--- config.mk ---
export PLATFORM = sky130hd
export DESIGN_NAME = reg_dump_scanner
export DESIGN_NICKNAME = d
export VERILOG_FILES = /design/src/rtl/reg_dump_scanner.sv
export SDC_FILE = /design/constraint.sdc
export NUM_CORES = 1
export LEC_CHECK = 0
export ABC_AREA = 1
export BUFFER_PORTS_ARGS = -buffer_cell sky130_fd_sc_hd__buf_2
export CAP_MARGIN = 20
export CORE_AREA = 2 2 433 435
export CTS_CLUSTER_SIZE = 20
export DETAILED_ROUTE_END_ITERATION = 8
export DIE_AREA = 0 0 435 437
export PLACE_DENSITY = 0.39
export REMOVE_ABC_BUFFERS = 1
export SLEW_MARGIN = 20
export SYNTH_ARGS = -nofsm -noshare
export SYNTH_HDL_FRONTEND = slang
export SYNTH_SLANG_ARGS = --single-unit
export TNS_END_PERCENT = 20
--- constraint.sdc ---
create_clock -name clk -period 14.75 [get_ports clk]
set_clock_uncertainty 0.15 [all_clocks]
set_input_delay 2.95 -clock clk [delete_from_list [all_inputs] [get_ports clk]]
set_output_delay 2.95 -clock clk [all_outputs]
set_load 0.01 [all_outputs]
--- src/rtl/reg_dump_scanner.sv ---
// reg_dump_scanner
// Walks NUM_REGS registers from a flattened bus. Each row is snapshotted
// once, converted to ASCII (signed decimal via double-dabble, or hex), and
// streamed into the text buffer with a valid/ready handshake. Each register
// gets one screen row.
//
// Ports:
//   clk, rst             clock, asynchronous active-high reset
//   reg_bus              register i at bits [i*DATA_W +: DATA_W]
//   run                  level, high = scan continuously
//   hex_mode             0 = signed decimal, 1 = hex (sampled at frame start)
//   ascii_write_ready    text buffer accepts a write this cycle
//   ascii_write_en       write valid
//   ascii_write_address  row*COLS + column
//   ascii_input          {char, 24'hFFFFFF}
//   busy                 frame in progress
//   frame_done           one-cycle pulse after the last write of a frame
//
// Optional build macro REG_DUMP_LABEL_EN: each row is prefixed with "rNN:"
// and the value columns move right by 4.
module reg_dump_scanner #(
   parameter int NUM_REGS   = 33,
   parameter int DATA_W     = 32,
   parameter int DEC_DIGITS = 10,
   parameter int COLS       = 80,
   parameter int ROWS       = 60,
   parameter int ADDR_W     = 13,
   parameter int FRAME_GAP  = 1024
) (
   input  logic                         clk,
   input  logic                         rst,
   input  logic [NUM_REGS*DATA_W-1:0]   reg_bus,
   input  logic                         run,
   input  logic                         hex_mode,
   input  logic                         ascii_write_ready,
   output logic                         ascii_write_en,
   output logic [ADDR_W-1:0]            ascii_write_address,
   output logic [31:0]                  ascii_input,
   output logic                         busy,
   output logic                         frame_done
);
`ifdef REG_DUMP_LABEL_EN
   localparam int LBL = 4;
`else
   localparam int LBL = 0;
`endif
   localparam int BCD_W      = 4*DEC_DIGITS;
   localparam int HEX_DIGITS = DATA_W/4;
   localparam int ROW_W      = (NUM_REGS > 1) ? $clog2(NUM_REGS) : 1;
   localparam int COL_W      = $clog2(COLS+1);
   localparam int CNT_W      = $clog2(DATA_W);
   localparam int GAP_W      = $clog2(FRAME_GAP+1);
   localparam logic [COL_W-1:0] LAST_DEC = COL_W'(LBL+DEC_DIGITS);
   localparam logic [COL_W-1:0] LAST_HEX = COL_W'(LBL+HEX_DIGITS);

   typedef enum logic [2:0] {
      S_IDLE, S_LATCH, S_CONVERT, S_EMIT, S_NEXT_ROW, S_DONE, S_GAP
   } state_t;

   state_t             r_state;
   logic               r_hex;
   logic               r_neg;
   logic [ROW_W-1:0]   r_row;
   logic [COL_W-1:0]   r_col;
   logic [CNT_W-1:0]   r_cnt;
   logic [GAP_W-1:0]   r_gap;
   logic [DATA_W-1:0]  r_snap;
   logic [DATA_W-1:0]  r_mag;
   logic [BCD_W-1:0]   r_bcd;

   logic [DATA_W-1:0]  w_sel;
   logic [BCD_W-1:0]   w_bcd_adj;
   logic [3:0]         w_dig;
   logic [3:0]         w_nib;
   logic [COL_W-1:0]   w_last;
   logic [COL_W-1:0]   w_vcol;
   logic [7:0]         w_char;
   logic [ADDR_W-1:0]  w_addr;

   function automatic logic [7:0] hex_char(input logic [3:0] n);
      return (n < 4'd10) ? {4'h3, n} : (8'h37 + {4'h0, n});
   endfunction

   assign w_sel  = reg_bus[r_row*DATA_W +: DATA_W];
   assign w_last = r_hex ? LAST_HEX : LAST_DEC;
   // column within the value field (col 0 = sign / 'x')
   assign w_vcol = r_col - COL_W'(LBL);
   assign w_addr = ADDR_W'(r_row) * ADDR_W'(COLS) + ADDR_W'(r_col);
   // digits are stored MSD at the top, so column k takes digit (N-k)
   assign w_dig  = 4'(r_bcd  >> (4*(DEC_DIGITS - int'(w_vcol))));
   assign w_nib  = 4'(r_snap >> (4*(HEX_DIGITS - int'(w_vcol))));

   // double-dabble: add 3 to every BCD digit >= 5 before each shift
   always_comb begin
      w_bcd_adj = r_bcd;
      for (int d = 0; d < DEC_DIGITS; d++)
         if (r_bcd[d*4 +: 4] >= 4'd5) w_bcd_adj[d*4 +: 4] = r_bcd[d*4 +: 4] + 4'd3;
   end

`ifdef REG_DUMP_LABEL_EN
   logic [3:0] w_tens, w_ones;
   assign w_tens = 4'(r_row / ROW_W'(10));
   assign w_ones = 4'(r_row % ROW_W'(10));
`endif

   always_comb begin
      if (w_vcol == '0)
         w_char = r_hex ? 8'h78 : (r_neg ? 8'h2D : 8'h2B);
      else if (r_hex)
         w_char = hex_char(w_nib);
      else
         w_char = {4'h3, w_dig};
`ifdef REG_DUMP_LABEL_EN
      if (r_col == COL_W'(0))      w_char = 8'h72;
      else if (r_col == COL_W'(1)) w_char = {4'h3, w_tens};
      else if (r_col == COL_W'(2)) w_char = {4'h3, w_ones};
      else if (r_col == COL_W'(3)) w_char = 8'h3A;
`endif
   end

   always_ff @(posedge clk or posedge rst) begin
      if (rst) begin
         r_state             <= S_IDLE;
         r_hex               <= 1'b0;
         r_neg               <= 1'b0;
         r_row               <= '0;
         r_col               <= '0;
         r_cnt               <= '0;
         r_gap               <= '0;
         r_snap              <= '0;
         r_mag               <= '0;
         r_bcd               <= '0;
         ascii_write_en      <= 1'b0;
         ascii_write_address <= '0;
         ascii_input         <= '0;
         busy                <= 1'b0;
         frame_done          <= 1'b0;
      end else begin
         frame_done <= 1'b0;
         case (r_state)
            S_IDLE:
               if (run) begin
                  r_state <= S_LATCH;
                  r_hex   <= hex_mode;
                  r_row   <= '0;
                  busy    <= 1'b1;
               end
            S_LATCH: begin
               r_snap  <= w_sel;
               r_neg   <= w_sel[DATA_W-1];
               // unsigned magnitude: the most-negative value maps to 2^(DATA_W-1)
               r_mag   <= w_sel[DATA_W-1] ? (~w_sel + 1'b1) : w_sel;
               r_bcd   <= '0;
               r_cnt   <= '0;
               r_col   <= '0;
               r_state <= r_hex ? S_EMIT : S_CONVERT;
            end
            S_CONVERT: begin
               r_bcd <= {w_bcd_adj[BCD_W-2:0], r_mag[DATA_W-1]};
               r_mag <= {r_mag[DATA_W-2:0], 1'b0};
               r_cnt <= r_cnt + 1'b1;
               if (r_cnt == CNT_W'(DATA_W-1)) r_state <= S_EMIT;
            end
            S_EMIT:
               // output slot is free when idle or when the current char transfers
               if (!ascii_write_en || ascii_write_ready) begin
                  if (r_col > w_last) begin
                     ascii_write_en <= 1'b0;
                     r_state        <= S_NEXT_ROW;
                  end else begin
                     ascii_write_en      <= 1'b1;
                     ascii_write_address <= w_addr;
                     ascii_input         <= {w_char, 24'hFFFFFF};
                     r_col               <= r_col + 1'b1;
                  end
               end
            S_NEXT_ROW:
               if (r_row == ROW_W'(NUM_REGS-1)) r_state <= S_DONE;
               else begin
                  r_row   <= r_row + 1'b1;
                  r_state <= S_LATCH;
               end
            S_DONE: begin
               frame_done <= 1'b1;
               busy       <= 1'b0;
               r_gap      <= '0;
               r_state    <= S_GAP;
            end
            S_GAP:
               if (r_gap == GAP_W'(FRAME_GAP-1)) begin
                  if (run) begin
                     r_state <= S_LATCH;
                     r_hex   <= hex_mode;
                     r_row   <= '0;
                     busy    <= 1'b1;
                  end else
                     r_state <= S_IDLE;
               end else
                  r_gap <= r_gap + 1'b1;
            default: r_state <= S_IDLE;
         endcase
      end
   end
endmodule

Word level (Yosys, flattened, before mapping) --
Cells that the tools add are included.
Word-level totals: bits in registers 186, input port bits 1061, output and inout bits 48, word-level logic and storage cells 133
Operators by class: add/subtract/negate cells 19, multipliers 1, magnitude comparators 12, equal/unequal tests 17, shifts and indexed selects 3, mux-type cells 46, bitwise logic cells 2, reduce and logical (&&, ||, !) cells 18
Operators with widths (count):
- $shiftx 1056x12->32 | 1
- $pmux 40 s2 | 1
- $pmux 32 s2 | 1
- $mux 7 | 6
- $ge 4x3->1 const B | 10
- $shr 40x32->4 | 1
- $add 4x2->4 const B | 9
- $mux 4 | 9
- $add 32x1->32 const B | 1
- $mux 32 | 1
- $not 32->32 | 1
- $shr 32x32->4 | 1
- $mux 3 | 8
- $pmux 11 s2 | 1
- $pmux 3 s7 | 1
- $mux 6 | 3
- $pmux 6 s3 | 1
- $ne 2x2->1 const B | 8
- $sub 4x7->8 const A | 2
- $pmux 7 s2 | 1
- $add 13x7->13 | 1
- $add 11x1->11 const B | 1
- $eq 11x10->1 const B | 1
- $mux 11 | 1
- other kinds (28) | 47

Depth between registers and ports, before layout --
Gate-level depths: netlist (run 1).
depth in word-level cells 6, mapped depth 25

Least setup slack after synthesis (run 1) --
Ideal clock, no wire load.
path type input port to flip-flop, start point in reg_bus[512], end point reg r_mag[12], arrival 4.479 ns, required time 14.468 ns, setup slack 9.989 ns, stages on the path 18, buffers on the path 0, path through nor2_1 > nor2_1 > nand2_1 > o21ai_0 > nand2_1 > nand2_1 > nor2_1 > nand2_1 > nand3_1 > nand2_1 > inv_2 > ha_1 > nand3_1 > nor2_1 > nand3_1 > o21ai_4 > xor2_1 > o21bai_1
Between the ends: cells in the longest elaborated chain, start to end 5
Ends and longest elaborated chain:
- start: declaration | line 32 | input logic [NUM_REGS*DATA_W-1:0] reg_bus,
- $shiftx 1056x12->32 | line 84 | assign w_sel = reg_bus[r_row*DATA_W +: DATA_W];
- $not 32->32 | line 152 | r_mag <= w_sel[DATA_W-1] ? (~w_sel + 1'b1) : w_sel;
- $add 32x1->32 | line 152
- $mux 32 | line 152
- $pmux 32 s2 | line 140 | case (r_state)
- end signal: assignment | line 152
- end signal: assignment | line 160 | r_mag <= {r_mag[DATA_W-2:0], 1'b0};
- end: declaration | line 68 | logic [DATA_W-1:0] r_mag;
Every way passes these cells. A chain may end at the register's enable or synchronous reset.

Final worst setup path (run 1) --
start point in reg_bus[512], end point reg r_mag[28]
Same word-level chain as after synthesis.

==> impl_summary.log, run 1 <==
[metrics] synthesized area per cell: 5.39 um2
[metrics] Critical Path Slowest Stage Cell: o21ai_4
[metrics] H-tree depth: 4
[metrics] area share of the leading cell type in the synthesized netlist: 0.229
[metrics] Worst EP arrival: ~5.6 ns
[metrics] total global routing overflow: 0
[metrics] slowest cell delay on critical path: between 0.2 and 0.3 ns
[metrics] fraction of synthesized area in multiplexers: 0
[metrics] die width: between 400 and 500 um
[metrics] largest family of logic cells by synthesized area: simple AND/OR/NAND/NOR gates
[metrics] Total Routing Usage GR: 0.148
[metrics] DRC violation count after routing: 0
[metrics] clock tree from TritonCTS: built
[metrics] die outline height: around 440 um
[metrics] initial antenna violation count: 55
[metrics] adder-cell share of the synthesized area: 0.0258
[metrics] Final Critical Period: around 5.4 ns
[metrics] max-cap violations: 0
[metrics] EDFF count, synth: 0
[metrics] wire length of the first global-routing pass: a little over 200 mm
[metrics] register area share after synthesis: 0.188
[metrics] Post-Syn Area: about 0.021 mm2
[metrics] synth-to-layout area growth: 37.6%
[metrics] Routed Antenna Nets: 0
[metrics] CP Data Required Time: about 15 ns
[metrics] sum of routed wire length over all layers: 148 mm
[metrics] outcome: completed
[metrics] Hold Vio Cnt, Final: 0
[metrics] Core Util, Final: 0.159
[metrics] Final Wtd Congestion: around 0.94
[metrics] post-detailed-route via-to-cell ratio: 3.94
[metrics] simple logic cell fraction of the synthesized area: 0.447
[metrics] IO Port Bufs: 1107
[metrics] Setup violations, final: 0
[metrics] via count of the first global-routing pass: approximately 29000
[metrics] headroom to the max-slew limit: 0.331
[metrics] initial cell density of the core: 0.116
[metrics] largest buffer count on any clock path: 2
[metrics] fin worst setup slack: 9.37 ns
[metrics] fraction of synthesis flops using an asynchronous set or reset pin: 1.00
[metrics] RSZ-0062 raised after global routing: false
[metrics] number of buffers added to fix hold violations after cts: 0
[metrics] most common cell after layout, fill and taps aside: nand2_1
[metrics] clk_lat worst skew: roughly 0.46 ns
[metrics] clock-pin slew of the registers on the worst-case setup and hold paths: 0.07 ns
[metrics] Post-Syn Instances: 3975
[metrics] biggest area contributors in the synthesized netlist: nand2_1, dfrtp_1, nor2_1
[metrics] fmax: roughly 190 MHz
[metrics] cell seen most often among critical-path stages: nand2_1
[metrics] number of violations reported at the end of detailed-routing iteration 0: approximately 1700
[metrics] CTS root buf: clkbuf_16
[metrics] fraction of layout instances using a drive strength above 1: 0.254
[metrics] FF+latch count, synth: between 150 and 200
[metrics] number of clock sinks: around 160
[metrics] post-synthesis compound-gate area fraction: 0.171
[metrics] Slew Viols, Final: 0
[metrics] average wire per cell in the routed design: ~20 um
[metrics] CP cell instances: buf_2 > nor2_1 > nor2_1 > nand2_1 > o21ai_0 > nand2_1 > nand2_1 > nor2_1 > nand2_1 > nand3_1 > nand2_1 > inv_2 > ha_1 > nand3_1 > nor2_1 > nand3_1 > o21ai_4 > nand4_1 > nand3_1 > nand2_1
[metrics] parity-gate share of the synthesized area counting xor and xnor cells: 0.0110
[metrics] Post-CTS Setup Bufs: 0
[metrics] full die area: between 0.15 and 0.2 mm2
[metrics] Lkg Pwr: ~0.015 uW
[metrics] FP Rows: 158
[metrics] worst setup slack after placement: around 9 ns
[metrics] most instantiated flip-flop cell in the synthesis netlist: dfrtp_1
[metrics] number of distinct library cells after synthesis: 52
[metrics] via count: 29100
[metrics] actual transition at the worst max-transition pin: between 0.9 and 1 ns
[metrics] largest vdd supply drop: around 0.095 mV
[metrics] startpoint kind of the worst setup timing path: primary input
[metrics] Period Utilization, post-route: 0.365
[metrics] pin count of the biggest net entering global routing: around 170
[metrics] largest fanout on the critical path: 7
[metrics] half-perimeter wire length after placement: between 100 and 150 mm
[metrics] worst min path class: reg2reg
[metrics] count of TritonRoute iterations in the first routing pass: 5
[metrics] critical setup path kind: in2reg
[metrics] Resize count post-CTS: 0
[metrics] number of nets at the end of the flow: 5976
[metrics] endpoint class of the critical path: register
[metrics] Core Region: approximately 0.19 mm2
[metrics] highest-count cells in the layout ignoring fill and taps: nand2_1, buf_2, nor2_1, inv_1, nand3_1
[metrics] Power Density: between 100 and 150 mW/mm2
[metrics] number of buffers created by CTS: 17
[metrics] number of ports placed on the die boundary: between 1000 and 1500
[metrics] number of warnings reported in the yosys synthesis log: 0
[metrics] cell accounting for the most synthesized area: nand2_1
==> layout make-up <==
cell class,instances,area (um2)
Fill cell,22100,156000
Multi-Input combinational cell,3109,14000
Timing Repair Buffer,1155,5940
Sequential cell,161,4040
Tap cell,2480,3100
Inverter,428,1640
Clock buffer,17,425
Clock inverter,15,194
Antenna cell,22,55.1
==> logic make-up (layout without fill, tap and decap cells) <==
group                      Yosys count  in the layout
AOI/OAI and AO/OA                  677            677
xor gates and xnor gates            27             27
adders and majority gates           43             43
buffers and inverters              705           1615
DFF                                161            161
other                                1             23
and+or+nand+nor                   2361           2361
==> critical path: cells and delay by family <==
| kind | cells | cell delay (ns) |
|---|---|---|
| AOI/OAI and AO/OA | 2 | 0.45 |
| adders and majority gates | 1 | 0.19 |
| and+or+nand+nor | 15 | 1.76 |
| buffers and inverters | 2 | 0.22 |
==> power by group <==
part	total (uW)	switching (uW)	internal, uW
combinational	2880	2060	824
sequential	681	93.8	587
clock	490	218	272
==> cells in the mapped netlist (all sizes together), types with 14 or more instances <==
library cell  number
nand2           1323
nor2             600
inv              423
o21ai            400
nand3            367
buf              224
a21oi            166
dfrtp            161
o22ai             55
clkbuf            53
ha                41
nand4             38
xor2              24
nor3              17
o211ai            14
==> sequential cells by signal, indices dropped and copies added (netlist names) <==
name and cells:
ascii_input 8, frame_done 1, r_hex 1, r_bcd 40, ascii_write_address 13, r_gap 11, busy 1, r_mag 32
r_state 3, r_row 6, r_col 7, r_snap 31, r_neg 1, ascii_write_en 1, r_cnt 5
==> routing by layer <==
metal,global-route usage,routed length (um),up-vias
met5,0,127,-
met4,0.0330,3360,16
met3,0.0186,7310,146
met2,0.272,74800,1057
met1,0.184,62500,13500
li1,-,-,14400
==> worst paths after layout <==
path,end,startpoint,cells after the start,slack [ns]
hold / removal,r_snap[12],r_snap[12],2,0.33
min in group asynchronous,ascii_write_address[8],rst,2,2.45
hold reg to reg,r_snap[12],r_snap[12],2,0.33
setup / recovery,r_mag[28],reg_bus[512],20,9.37
max in group asynchronous,r_bcd[31],rst,4,10.12
setup reg to reg,r_mag[30],r_row[0],21,9.43
==> stage by stage <==
| stage | TNS (ns) | cell area, um2 | cells | hold WS, ns | power [uW] |
|---|---|---|---|---|---|
| floorplan | -88.99 | 19700 | 3698 | 0.290 | 2560 |
| global placement | 0 | 28800 | 7333 | 0.305 | 3650 |
| detailed placement | 0 | 28800 | 7333 | 0.313 | 3650 |
| CTS | 0 | 29400 | 7365 | 0.330 | 4150 |
| global route | 0 | 29400 | 7374 | 0.359 | 4470 |
| finish | 0 | 29400 | 7387 | 0.327 | 4050 |
Power figures use the tool's default switching activity.
==> run 2: changes to the inputs <==
Clock period 14.75 ns to 5.4 ns, I/O delays scaled along.
==> run 2 against run 1 <==
  * Core utilization up 0.25 points
  * Setup slack worse by 8.6 ns
  * Critical path type is now reg2reg
  * Register-to-register slack worse by 8.6 ns
  * Critical endpoint is now r_mag[30]
  * Critical path depth down 3
==> impl_summary.log, run 2 (synthesized netlist as in run 1, its figures left out) <==
[metrics] outcome: completed
[metrics] post-detailed-route via-to-cell ratio: about 4
[metrics] FP Rows: 158
[metrics] capture endpoint of the worst hold path: r_cnt[3]
[metrics] CTS root buf: clkbuf_16
[metrics] wire length of the first global-routing pass: 213 mm
[metrics] sum of routed wire length over all layers: 153 mm
[metrics] full die area: 0.190 mm2
[metrics] internal power component: just under 5000 uW
[metrics] Worst EP arrival: between 4 and 5 ns
[metrics] RSZ-0062 raised after global routing: false
[metrics] global routing met3 resource utilization: 0.0177
[metrics] sequential fraction of design power: 0.162
[metrics] DRC violation count after routing: 0
[metrics] Reg2Reg Setup Slack: 0.81 ns
[metrics] worst hold path depth: 1
[metrics] Sw Pwr: between 6000 and 7000 uW
[metrics] number of buffers added to fix hold violations after cts: 0
[metrics] fin worst setup slack: roughly 0.81 ns
[metrics] startpoint kind of the worst setup timing path: register
[metrics] CP Data Required Time: 5.62 ns
[metrics] top flop regs: r_bcd: 40 flops, r_mag: 32 flops, r_snap: 31 flops
[metrics] largest register by flop count: r_bcd
[metrics] Slew Viols, Final: 0
[metrics] synth-to-layout area growth: 39.7%
[metrics] half-perimeter wire length after placement: between 100 and 150 mm
[metrics] Layout Cell Area excl Fill: between 0.02 and 0.03 mm2
[metrics] met2 GRT Util: 0.277
[metrics] fill cell instance count of the final layout: around 22000
[metrics] initial cell density of the core: 0.116
[metrics] largest fanout on the critical path: between 150 and 200
[metrics] most common cell after layout, fill and taps aside: nand2_1
[metrics] clock group share of total power: 0.119
[metrics] number of nets at the end of the flow: approximately 6000
[metrics] Largest register FFs: 40
[metrics] Core Region: about 0.19 mm2
[metrics] worst setup slack after placement: slightly below 0.9 ns
[metrics] Resize count post-CTS: 0
[metrics] number of violations reported at the end of detailed-routing iteration 0: 1773
[metrics] average wire per cell in the routed design: roughly 20 um
[metrics] number of ports placed on the die boundary: 1109
[metrics] Total Routing Usage GR: 0.154
[metrics] most congested layer reported by global routing: met2
[metrics] initial antenna violation count: 43
[metrics] clk_lat worst skew: roughly 0.47 ns
[metrics] clock tree from TritonCTS: built
[metrics] total global routing overflow: 0
[metrics] global-route track usage on met1: 0.188
[metrics] clock-pin slew of the registers on the worst-case setup and hold paths: approximately 0.08 ns
[metrics] headroom to the max-slew limit: 0.287
[metrics] number of clock sinks: approximately 160
[metrics] source of the worst hold timing path: r_cnt[3]
[metrics] Final Wtd Congestion: approximately 0.9
[metrics] endpoint class of the critical path: register
[metrics] FF+latch area: slightly above 0.004 mm2
[metrics] actual transition at the worst max-transition pin: between 1 and 1.5 ns
[metrics] Routed Antenna Nets: 0
[metrics] pin count of the biggest net entering global routing: 156
[metrics] critical setup path kind: reg2reg
[metrics] Multi-input gate area: 0.0141 mm2
[metrics] max-cap violations: 0
[metrics] highest-count cells in the layout ignoring fill and taps: nand2_1, buf_2, nor2_1, inv_1, nand3_1
[metrics] fmax: around 220 MHz
[metrics] number of buffers created by CTS: 17
[metrics] Post-CTS Setup Bufs: 0
[metrics] Hold Vio Cnt, Final: 0
[metrics] IO Port Bufs: between 1000 and 1500
[metrics] Power Density: 384 mW/mm2
[metrics] H-tree depth: 4
[metrics] largest buffer count on any clock path: 2
[metrics] switching part of the total power: 0.579
[metrics] cell area after placement: 0.0292 mm2
[metrics] die outline height: between 400 and 500 um
[metrics] capturing point of the worst reg2reg path: r_mag[30]
[metrics] fraction of layout instances using a drive strength above 1: 0.260
[metrics] worst min path class: reg2reg
[metrics] worst reg2reg startpoint: r_row[0]
[metrics] Lkg Pwr: 0.0155 uW
[metrics] worst hold-check slack: around 0.32 ns
[metrics] via count of the first global-routing pass: about 29000
[metrics] count of TritonRoute iterations in the first routing pass: 7
[metrics] part of the total power dissipated in combinational logic: 0.718
[metrics] largest vdd supply drop: between 0.2 and 0.3 mV
[metrics] Setup violations, final: 0
[metrics] via count: slightly below 30000
[metrics] worst reg-to-reg path cell count: 17
[metrics] Period Utilization, post-route: 0.850
[metrics] die width: about 440 um
[metrics] Final Critical Period: 4.59 ns
[run 2: cell count changes in the layout (fill, tap and decap cells not counted), sizes merged]
| cell | before | now |
|---|---|---|
| clkinv | 7 | 6 |
| clkbuf | 17 | 22 |
| inv | 431 | 428 |
| clkinvlp | 2 | 1 |
| buf | 1155 | 1198 |
| diode | 22 | 19 |
[run 2: area by class of cell]
cell class,count,area share
clock buffers,22,0.0159
repair buffers,1198,0.214
well taps,2480,0.104
inverters,428,0.0549
multi-input cells,3109,0.470
flip-flops and latches,161,0.135
clock inverters,10,0.00489
diodes,19,0.00159
[run 2: critical path, stage by stage (launching register included)]
cell and delay [ns]:
dfrtp_4 0.63, inv_16 0.40, nand4_1 0.69, inv_2 0.78, nand2_1 0.15, nand2_1 0.19
inv_2 0.07, ha_1 0.23, nand3_1 0.09, nor2_1 0.08, nand2_1 0.11, inv_1 0.05
nand2_1 0.10, nand2_1 0.13, nand3_1 0.10, nand2_1 0.05, nand3_1 0.09, nand2_1 0.06
[run 2: through the flow]
stage | power, uW | instances | TNS [ns] | utilization
final | 11500 | 7427 | 0 | 0.162
after global routing | 12600 | 7418 | 0 | 0.162
after detailed placement | 10300 | 7376 | 0 | 0.158
after global placement | 10300 | 7376 | 0 | 0.158
after floorplan | 6900 | 3698 | -845.59 | -
after CTS | 11700 | 7408 | 0 | 0.161
[run 2: power by group through the flow]
| stage | sequential, uW | clock [uW] | combinational (uW) |
|---|---|---|---|
| 3_5_place_dp | 1880 | 0 | 8380 |
| 3_3_place_gp | 1890 | 0 | 8400 |
| 2_1_floorplan | 2110 | 0 | 4790 |
| 6_report | 1860 | 1370 | 8240 |
| 5_1_grt | 1910 | 1450 | 9200 |
| 4_1_cts | 1860 | 1420 | 8410 |
[run 2: layer usage]
metal  vias up  part of all wire
met5         -           0.00024
met4         6             0.034
met3       147             0.047
met2      1061              0.50
met1     13800              0.42
li1      14500                 -
[run 2: how the worst max path moves through the flow]
stage,from,cells past startpoint,to
after floorplan,r_row[0],15,r_mag[24]
after global placement,r_row[0],17,r_mag[30]
after detailed placement,r_row[0],17,r_mag[30]
after CTS,r_row[0],17,r_mag[30]
after global routing,r_row[0],17,r_mag[30]
final,r_row[0],17,r_mag[30]
